$ cat config.mk
export PLATFORM = sky130hd
export DESIGN_NAME = fp_addsub_seq
export DESIGN_NICKNAME = d
export VERILOG_FILES = /design/src/rtl/fp_addsub_seq.sv
export SDC_FILE = /design/constraint.sdc
export NUM_CORES = 1
export LEC_CHECK = 0
export ABC_AREA = 1
export CAP_MARGIN = 20
export CORE_MARGIN = 4
export CORE_UTILIZATION = 40
export DETAILED_ROUTE_END_ITERATION = 7
export DONT_BUFFER_PORTS = 1
export SYNTH_ARGS = -nofsm -noshare
export SYNTH_HDL_FRONTEND = slang
export SYNTH_SLANG_ARGS = --single-unit
$ cat constraint.sdc
create_clock -name clk -period 8.5 [get_ports clk]
set_input_delay 1.275 -clock clk [delete_from_list [all_inputs] [get_ports clk]]
set_output_delay 1.275 -clock clk [all_outputs]
set_load 0.02 [all_outputs]
$ cat src/rtl/fp_addsub_seq.sv
// Sequential IEEE-754 single-precision adder/subtractor.
// Denormals flush to zero and alignment/normalisation truncate, so no rounding is done.
// One operation runs at a time. A start while busy is ignored.
module fp_addsub_seq (
    input  logic        clk,
    input  logic        rst,
    input  logic        start,
    input  logic        op,
    input  logic [31:0] a,
    input  logic [31:0] b,
    output logic        busy,
    output logic        done,
    output logic [31:0] result
);

    typedef enum logic [2:0] {
        StIdle,
        StUnpack,
        StAlign,
        StAdd,
        StNorm,
        StDone
    } state_e;

    state_e      r_state;
    logic [31:0] r_a;
    logic [31:0] r_b;
    logic        r_op;
    logic        r_sign_l;
    logic        r_sign_s;
    logic [7:0]  r_exp;
    logic [24:0] r_mant_l;
    logic [24:0] r_mant_s;
    logic [7:0]  r_diff;
    logic [24:0] r_sum;
    logic [31:0] r_result;

    state_e      w_state_nxt;
    logic [31:0] w_a_nxt;
    logic [31:0] w_b_nxt;
    logic        w_op_nxt;
    logic        w_sign_l_nxt;
    logic        w_sign_s_nxt;
    logic [7:0]  w_exp_nxt;
    logic [24:0] w_mant_l_nxt;
    logic [24:0] w_mant_s_nxt;
    logic [7:0]  w_diff_nxt;
    logic [24:0] w_sum_nxt;
    logic [31:0] w_result_nxt;

    // Unpacked views of the latched operands
    logic [7:0]  w_exp_a;
    logic [7:0]  w_exp_b;
    logic [24:0] w_mant_a;
    logic [24:0] w_mant_b;
    logic        w_sign_b_eff;
    logic        w_a_is_l;
    logic [7:0]  w_exp_l;
    logic [7:0]  w_exp_s;
    logic [24:0] w_mant_l;
    logic [24:0] w_mant_s;
    logic [7:0]  w_diff;
    logic [7:0]  w_exp_inc;

    assign w_exp_a      = r_a[30:23];
    assign w_exp_b      = r_b[30:23];
    assign w_mant_a     = (w_exp_a != 8'd0) ? {2'b01, r_a[22:0]} : 25'd0;
    assign w_mant_b     = (w_exp_b != 8'd0) ? {2'b01, r_b[22:0]} : 25'd0;
    assign w_sign_b_eff = r_b[31] ^ r_op;
    // Ties keep A as the larger operand
    assign w_a_is_l     = {w_exp_a, w_mant_a} >= {w_exp_b, w_mant_b};
    assign w_exp_l      = w_a_is_l ? w_exp_a : w_exp_b;
    assign w_exp_s      = w_a_is_l ? w_exp_b : w_exp_a;
    assign w_mant_l     = w_a_is_l ? w_mant_a : w_mant_b;
    assign w_mant_s     = w_a_is_l ? w_mant_b : w_mant_a;
    assign w_diff       = w_exp_l - w_exp_s;
    assign w_exp_inc    = r_exp + 8'd1;

    assign result = r_result;

    // Next-state, datapath next values and status outputs
    always_comb begin
        w_state_nxt  = r_state;
        w_a_nxt      = r_a;
        w_b_nxt      = r_b;
        w_op_nxt     = r_op;
        w_sign_l_nxt = r_sign_l;
        w_sign_s_nxt = r_sign_s;
        w_exp_nxt    = r_exp;
        w_mant_l_nxt = r_mant_l;
        w_mant_s_nxt = r_mant_s;
        w_diff_nxt   = r_diff;
        w_sum_nxt    = r_sum;
        w_result_nxt = r_result;
        busy         = (r_state != StIdle);
        done         = (r_state == StDone);

        case (r_state)
            StIdle: begin
                if (start) begin
                    w_a_nxt     = a;
                    w_b_nxt     = b;
                    w_op_nxt    = op;
                    w_state_nxt = StUnpack;
                end
            end
            StUnpack: begin
                if (w_exp_a == 8'hFF) begin
                    w_result_nxt = r_a;
                    w_state_nxt  = StDone;
                end else if (w_exp_b == 8'hFF) begin
                    w_result_nxt = {w_sign_b_eff, r_b[30:0]};
                    w_state_nxt  = StDone;
                end else begin
                    w_sign_l_nxt = w_a_is_l ? r_a[31] : w_sign_b_eff;
                    w_sign_s_nxt = w_a_is_l ? w_sign_b_eff : r_a[31];
                    w_exp_nxt    = w_exp_l;
                    w_mant_l_nxt = w_mant_l;
                    w_mant_s_nxt = w_mant_s;
                    w_diff_nxt   = w_diff;
                    if (w_diff == 8'd0) begin
                        w_state_nxt = StAdd;
                    end else if (w_diff >= 8'd25) begin
                        // Smaller operand is entirely shifted out
                        w_mant_s_nxt = 25'd0;
                        w_state_nxt  = StAdd;
                    end else begin
                        w_state_nxt = StAlign;
                    end
                end
            end
            StAlign: begin
                w_mant_s_nxt = r_mant_s >> 1;
                w_diff_nxt   = r_diff - 8'd1;
                if (r_diff == 8'd1) begin
                    w_state_nxt = StAdd;
                end
            end
            StAdd: begin
                // The swap guarantees mant_l >= mant_s, so the difference is never negative
                w_sum_nxt   = (r_sign_l == r_sign_s) ? (r_mant_l + r_mant_s)
                                                     : (r_mant_l - r_mant_s);
                w_state_nxt = StNorm;
            end
            StNorm: begin
                if (r_sum == 25'd0) begin
                    w_result_nxt = 32'h0000_0000;
                    w_state_nxt  = StDone;
                end else if (r_sum[24]) begin
                    w_sum_nxt    = r_sum >> 1;
                    w_exp_nxt    = w_exp_inc;
                    w_result_nxt = (w_exp_inc == 8'hFF) ? {r_sign_l, 8'hFF, 23'h0}
                                                        : {r_sign_l, w_exp_inc, r_sum[23:1]};
                    w_state_nxt  = StDone;
                end else if (r_sum[23]) begin
                    w_result_nxt = {r_sign_l, r_exp, r_sum[22:0]};
                    w_state_nxt  = StDone;
                end else if (r_exp == 8'd1) begin
                    // A further left shift would reach exponent 0: flush to zero
                    w_result_nxt = 32'h0000_0000;
                    w_state_nxt  = StDone;
                end else begin
                    w_sum_nxt = r_sum << 1;
                    w_exp_nxt = r_exp - 8'd1;
                end
            end
            StDone: begin
                w_state_nxt = StIdle;
            end
            default: begin
                w_state_nxt = StIdle;
            end
        endcase
    end

    // State and datapath registers with synchronous reset
    always_ff @(posedge clk) begin
        if (rst) begin
            r_state  <= StIdle;
            r_a      <= 32'd0;
            r_b      <= 32'd0;
            r_op     <= 1'b0;
            r_sign_l <= 1'b0;
            r_sign_s <= 1'b0;
            r_exp    <= 8'd0;
            r_mant_l <= 25'd0;
            r_mant_s <= 25'd0;
            r_diff   <= 8'd0;
            r_sum    <= 25'd0;
            r_result <= 32'd0;
        end else begin
            r_state  <= w_state_nxt;
            r_a      <= w_a_nxt;
            r_b      <= w_b_nxt;
            r_op     <= w_op_nxt;
            r_sign_l <= w_sign_l_nxt;
            r_sign_s <= w_sign_s_nxt;
            r_exp    <= w_exp_nxt;
            r_mant_l <= w_mant_l_nxt;
            r_mant_s <= w_mant_s_nxt;
            r_diff   <= w_diff_nxt;
            r_sum    <= w_sum_nxt;
            r_result <= w_result_nxt;
        end
    end

endmodule

* Word level (Yosys, flattened, before mapping)
Cells that the tools add are included.
** Storage, ports and cells
- Flip-flop bits (word level) :: 193
- Output and inout port bits :: 34
** Operators by class
- Add/sub/neg operators :: 6
- $lt $le $gt $ge :: 2
- Eq/ne operators :: 20
- Mux-type cells :: 48
- Bitwise logic cells :: 3
- Reductions and logical operators :: 17
** Operators by type and width (count)
- 2-to-1 mux 24 bit :: 9
- 2-to-1 mux 32 bit :: 6
- 2-to-1 mux 25 bit :: 4
- case mux 25 bit (2 select lines) :: 2
- 2-to-1 mux 8 bit :: 10
- case mux 32 bit (2 select lines) :: 1
- >= comparator 33 bit :: 1
- case mux 8 bit (2 select lines) :: 2
- 2-to-1 mux 31 bit :: 1
- adder 25 bit :: 1
- zero test 25 bit :: 1
- subtractor 25 bit :: 1
- equality test 8 bit (second input constant) :: 3
- 2-to-1 mux 3 bit :: 8
- equality test 8 x 1 -> 1 bit (second input constant) :: 2
- nonzero test 8 bit :: 2
- subtractor 8 x 1 -> 8 bit (second input constant) :: 2
- case mux 3 bit (5 select lines) :: 1
- AND reduction 3 bit :: 4
- != test 2 bit (second input constant) :: 5
- != test 3 bit (second input constant) :: 3
- adder 8 x 1 -> 8 bit (second input constant) :: 1
- >= comparator 8 x 5 -> 1 bit (second input constant) :: 1
- zero test 8 bit :: 1
- 15 further kinds :: 24

* Logic depth before layout (Yosys ltp)
- Depth after elaboration :: 11
- Mapped depth :: 33

* Least setup slack after synthesis
OpenSTA, ideal clock, no wires.
- Path type :: register -> register
- Start :: reg r_a[26]
- End :: reg r_mant_s[11]
- Arrival time :: 3.566 ns
- Path slack :: 4.800 ns
- Cell stages (with the launch flop) :: 29
- Cells stage by stage :: dfxtp_1 -> inv_1 -> nand4_1 -> nor2_1 -> clkbuf_1 -> nor2_1 -> ha_1 -> nand2_1 -> nor2_1 -> a21boi_0 -> nor2_1 -> nand2_1 -> nand2_1 -> nand3_1 -> nand3_2 -> ha_1 -> inv_1 -> nand3_1 -> nand2_1 -> nand2_1 -> nand2_1 -> nand2_1 -> nor2_1 -> nor2_1 -> and2_1 -> buf_6 -> buf_12 -> nand3_2 -> a21oi_2
** On the way
- Word-level cells in the longest chain between the ends :: 11
- Elaborated cells between the ends (all ways) :: 17
** Ends and longest elaborated chain
- start: declaration :: line 26 : logic [31:0] r_a;
- start signal: assignment :: line 193 : r_a <= w_a_nxt;
- nonzero test 8 bit :: line 67 : assign w_mant_a = (w_exp_a != 8'd0) ? {2'b01, r_a[22:0]} : 25'd0;
- 2-to-1 mux 24 bit :: line 67
- >= comparator 33 bit :: line 71 : assign w_a_is_l = {w_exp_a, w_mant_a} >= {w_exp_b, w_mant_b};
- 2-to-1 mux 8 bit, on equally long branches :: line 72, 73
- subtractor 8 bit :: line 76 : assign w_diff = w_exp_l - w_exp_s;
- >= comparator 8 x 5 -> 1 bit :: line 123 : end else if (w_diff >= 8'd25) begin
- 2-to-1 mux 24 bit :: line 123
- 2-to-1 mux 24 bit :: line 121 : if (w_diff == 8'd0) begin
- 2-to-1 mux 25 bit :: line 111 : end else if (w_exp_b == 8'hFF) begin
- 2-to-1 mux 25 bit :: line 108 : if (w_exp_a == 8'hFF) begin
- case mux 25 bit (2 select lines) :: line 98 : case (r_state)
- end signal: assignment :: line 200 : r_mant_s <= w_mant_s_nxt;
- end: declaration :: line 33 : logic [24:0] r_mant_s;
Parallel ways exist; a longest one is shown, timed or not. The select of a mux whose other input is x is not followed.
A chain may end at the register's enable or synchronous reset.

* Worst setup path after layout
- Start :: reg r_b[26]
- End :: reg r_mant_s[1]
** On the way
- Word-level cells in the longest chain between the ends :: 11
- Elaborated cells between the ends (all ways) :: 17
** Ends and longest elaborated chain
- start: declaration :: line 27 : logic [31:0] r_b;
- start signal: assignment :: line 194 : r_b <= w_b_nxt;
- nonzero test 8 bit :: line 68 : assign w_mant_b = (w_exp_b != 8'd0) ? {2'b01, r_b[22:0]} : 25'd0;
- 2-to-1 mux 24 bit :: line 68
- >= comparator 33 bit :: line 71
- 2-to-1 mux 8 bit, on equally long branches :: line 72, 73
- subtractor 8 bit :: line 76
- >= comparator 8 x 5 -> 1 bit :: line 123
- 2-to-1 mux 24 bit :: line 123
- 2-to-1 mux 24 bit :: line 121
- 2-to-1 mux 25 bit :: line 111
- 2-to-1 mux 25 bit :: line 108
- case mux 25 bit (2 select lines) :: line 98
Parallel ways exist; a longest one is shown, timed or not. The select of a mux whose other input is x is not followed.

==> impl_metrics.sql <==
INSERT INTO impl_metrics (metric_group, metric, value, unit) VALUES
('run_status', 'run_status', 'finished, final reports clean', ''),
('critical_path', 'crit_type', 'flip-flop to flip-flop', ''),
('cts', 'cts_made_buffers', '17', ''),
('timing', 'setup_slack_of_the_critical_path_after_layout', '3.37', 'ns'),
('finish', 'multi_input_area', '0.00742', 'mm²'),
('logic_synthesis', 'synth_top_cell_area_share', '30.4', '%'),
('critical_path', 'crit_path_from', 'r_b[26]$_SDFFE_PP0P_', ''),
('logic_synthesis', 'synth-seq-area-share', '30.4', '%'),
('route', 'detail_route.first_pass.iterations', '6', ''),
('logic_synthesis', 'syn_avg_cell_area', '6.69', 'µm²'),
('finish', 'regArea', '0.00382', 'mm²'),
('route', 'viasPerCell', '5.72', ''),
('critical_path', 'critical_path.max_fanout', '49', ''),
('logic_synthesis', 'synthMostInstantiatedCell', 'sky130_fd_sc_hd__nand2_1', ''),
('grt', 'first_global_vias', '11600', ''),
('grt', 'track_usage', '24.7', '%'),
('grt', 'grt_start_max_net_pins', '131', ''),
('power_and_ir_drop', 'power_switching', '3510', 'µW'),
('floorplanning', 'die_height', '185', 'µm'),
('critical_path', 'timing.critical_path.to_type', 'flip-flop', ''),
('route', 'routed_wire_length_per_instance', '19.3', 'µm'),
('timing', 'drv_slew', '0', ''),
('cts', 'clock_sink_count', '191', ''),
('power_and_ir_drop', 'power_per_cell_area', '479', 'mW/mm²'),
('hold_path', 'hold_path_end', 'r_b[31]$_SDFFE_PP0P_', ''),
('timing', 'clock-skew-final', '0.0137', 'ns'),
('power_and_ir_drop', 'power', '6450', 'µW'),
('finish', 'n_fill_cell', '3234', ''),
('power_and_ir_drop', 'cell_internal_pwr', '2940', 'µW'),
('logic_synthesis', 'synth_enable_flop_cells', '0', ''),
('critical_path', 'crit_top_cell', 'sky130_fd_sc_hd__nand2_1', ''),
('timing', 'rsz0062_at_grt', 'false', ''),
('route', 'post_route_antenna_net_violation_count', '0', ''),
('route', 'dr.first_iter.drc_count', '1278', ''),
('logic_synthesis', 'yosys_most_used_dff', 'sky130_fd_sc_hd__dfxtp_1', ''),
('power_and_ir_drop', 'leakagePower', '0.00559', 'µW'),
('logic_synthesis', 'ys_async_sr_fraction', '0', '%'),
('cts', 'cts_root_buf', 'sky130_fd_sc_hd__clkbuf_16', ''),
('timing', 'finalSetupViolations', '0', ''),
('logic_synthesis', 'synth_top_cells_by_count', '339 x sky130_fd_sc_hd__nand2_1, 252 x sky130_fd_sc_hd__o21ai_0, 228 x sky130_fd_sc_hd__inv_1', ''),
('cts', 'clk_latency', '0.45', 'ns'),
('floorplanning', 'fp-row-count', '64', ''),
('cts', 'ctsLongestPathBuffers', '2', ''),
('power_and_ir_drop', 'p_clk_share', '14.1', '%'),
('timing', 'fin_crit', '5.13', 'ns'),
('timing', 'measured_slew_at_the_worst_slew_check_pin', '0.913', 'ns'),
('route', 'drcViolationCount', '0', ''),
('timing', 'setup_tns', '0', 'ns'),
('place', 'port_buf_inserts', '0', ''),
('power_and_ir_drop', 'power.share.combinational', '60.8', '%'),
('power_and_ir_drop', 'power_switching_share', '54.4', '%'),
('hold_path', 'min_delay_path_depth', '2', ''),
('logic_synthesis', 'syn-instance-count', '1878', ''),
('finish', 'layout.nets', '1939', ''),
('logic_synthesis', 'synth_largest_area_cell', 'sky130_fd_sc_hd__dfxtp_1', ''),
('hold_path', 'hold_start', 'r_b[31]$_SDFFE_PP0P_', ''),
('logic_synthesis', 'postSynthRegisterBits', '191', ''),
('finish', 'layout-area-overhead-vs-synth', '7.34', '%'),
('power_and_ir_drop', 'pwr-share-seq', '25.1', '%'),
('route', 'route.final.wire_length', '42700', 'µm'),
('critical_path', 'cpMaxStageDelayCell', 'sky130_fd_sc_hd__nor2_2', ''),
('floorplanning', 'ios', '102', ''),
('finish', 'insertedDiodeCount', '0', ''),
('critical_path', 'ff2ff_path_depth', '27', ''),
('grt', 'first_pass_grt_wire_length', '66100', 'µm'),
('power_and_ir_drop', 'max-vdd-ir-drop', '0.412', 'mV'),
('finish', 'layout.core_utilization', '43.8', '%'),
('cts', 'ctsHoldBuffers', '0', ''),
('place', 'place.detailed.hpwl', '31700', 'µm'),
('floorplanning', 'coreArea', '0.0307', 'mm²'),
('critical_path', 'arrival', '5.51', 'ns');
area by class of cell:
class | count | area share, %
multi-input cells | 1341 | 55.0
flip-flops and latches | 191 | 28.4
inverters | 236 | 6.58
well taps | 396 | 3.68
clock buffers | 17 | 3.16
clock inverters | 15 | 1.65
repair buffers | 19 | 1.52
power by group through the flow:
stage	Sequential [µW]	Clock [µW]	Combinational, µW
4_1_cts	1610	918	3830
2_1_floorplan	1510	0	2900
6_report	1620	911	3930
3_5_place_dp	1630	0	3810
5_1_grt	1650	960	4400
3_3_place_gp	1620	0	3760
cells by family (layout without fill, tap and decap cells):
family,after synthesis,in the layout,synth area share (%)
AO/OA/AOI/OAI,620,620,28.1
AND/OR/NAND/NOR,614,614,21.2
buffers and inverters,346,287,10.8
flip-flops,191,191,30.4
adder cells (fa/ha/maj),65,65,6.54
XOR/XNOR,41,41,2.86
multiplexers,1,1,0.0897
cell usage in the layout, fill, tap and decap left out, types with 3 or more instances in the layout:
| cell | n |
|---|---|
| sky130_fd_sc_hd__a211oi_1 | 14 |
| sky130_fd_sc_hd__a21oi_1 | 178 |
| sky130_fd_sc_hd__a21oi_2 | 21 |
| sky130_fd_sc_hd__a221oi_1 | 17 |
| sky130_fd_sc_hd__a31oi_1 | 54 |
| sky130_fd_sc_hd__buf_4 | 14 |
| sky130_fd_sc_hd__buf_8 | 3 |
| sky130_fd_sc_hd__bufinv_16 | 4 |
| sky130_fd_sc_hd__clkbuf_16 | 17 |
| sky130_fd_sc_hd__clkinv_1 | 3 |
| sky130_fd_sc_hd__dfxtp_1 | 191 |
| sky130_fd_sc_hd__ha_1 | 64 |
| sky130_fd_sc_hd__inv_1 | 227 |
| sky130_fd_sc_hd__inv_2 | 5 |
| sky130_fd_sc_hd__inv_6 | 5 |
| sky130_fd_sc_hd__nand2_1 | 338 |
| sky130_fd_sc_hd__nand2_2 | 7 |
| sky130_fd_sc_hd__nand3_1 | 46 |
| sky130_fd_sc_hd__nand3_2 | 18 |
| sky130_fd_sc_hd__nand4_1 | 26 |
| sky130_fd_sc_hd__nor2_1 | 132 |
| sky130_fd_sc_hd__nor2_2 | 5 |
| sky130_fd_sc_hd__nor3_1 | 18 |
| sky130_fd_sc_hd__nor3b_1 | 3 |
| sky130_fd_sc_hd__nor4_1 | 8 |
| sky130_fd_sc_hd__o211ai_1 | 27 |
| sky130_fd_sc_hd__o21ai_0 | 252 |
| sky130_fd_sc_hd__o21bai_1 | 3 |
| sky130_fd_sc_hd__o221ai_1 | 8 |
| sky130_fd_sc_hd__o22ai_1 | 33 |
| sky130_fd_sc_hd__o31ai_1 | 4 |
| sky130_fd_sc_hd__or2_2 | 7 |
| sky130_fd_sc_hd__xnor2_1 | 7 |
| sky130_fd_sc_hd__xor2_1 | 34 |
sequential cells by signal (all words and copies together), names as in the netlist:
signal and flops:
r_diff 8, r_exp 8, r_mant_s 24, r_sign_s 1, r_state 3, r_sign_l 1
r_op 1, r_sum 25, r_b 32, result 32, r_a 32, r_mant_l 24
per-layer routing:
layer  up-vias  part of all wire [%]  global-route usage, %
li1       6239                     -                      -
met1      5928                    47                   36.5
met2       446                    43                   37.6
met3        50                   7.7                   4.30
met4         0                   1.8                   5.26
met5         -                     0                      0
stage by stage:
step / cells / hold slack [ns]
global route: 2215 / 0.473
floorplan: 1878 / 0.435
finish: 2215 / 0.469
CTS: 2212 / 0.468
global placement: 2177 / 0.451
detailed placement: 2180 / 0.459
how the worst max path moves through the flow:
stage,endpoint
after global placement,r_mant_s[20]$_SDFFE_PP0P_
after floorplan,r_mant_s[11]$_SDFFE_PP0P_
after global routing,r_mant_s[0]$_SDFFE_PP0P_
after detailed placement,r_mant_s[1]$_SDFFE_PP0P_
after CTS,r_mant_s[1]$_SDFFE_PP0P_
final,r_mant_s[1]$_SDFFE_PP0P_
worst max-delay path: cells and delay by family, from the launching register on:
kind / cells / cell delay, ns
adder cells (fa/ha/maj): 2 / 0.43
flip-flops: 1 / 0.32
AND/OR/NAND/NOR: 17 / 2.96
buffers and inverters: 5 / 0.88
AO/OA/AOI/OAI: 3 / 0.43
(Power assumes the default switching activity.)
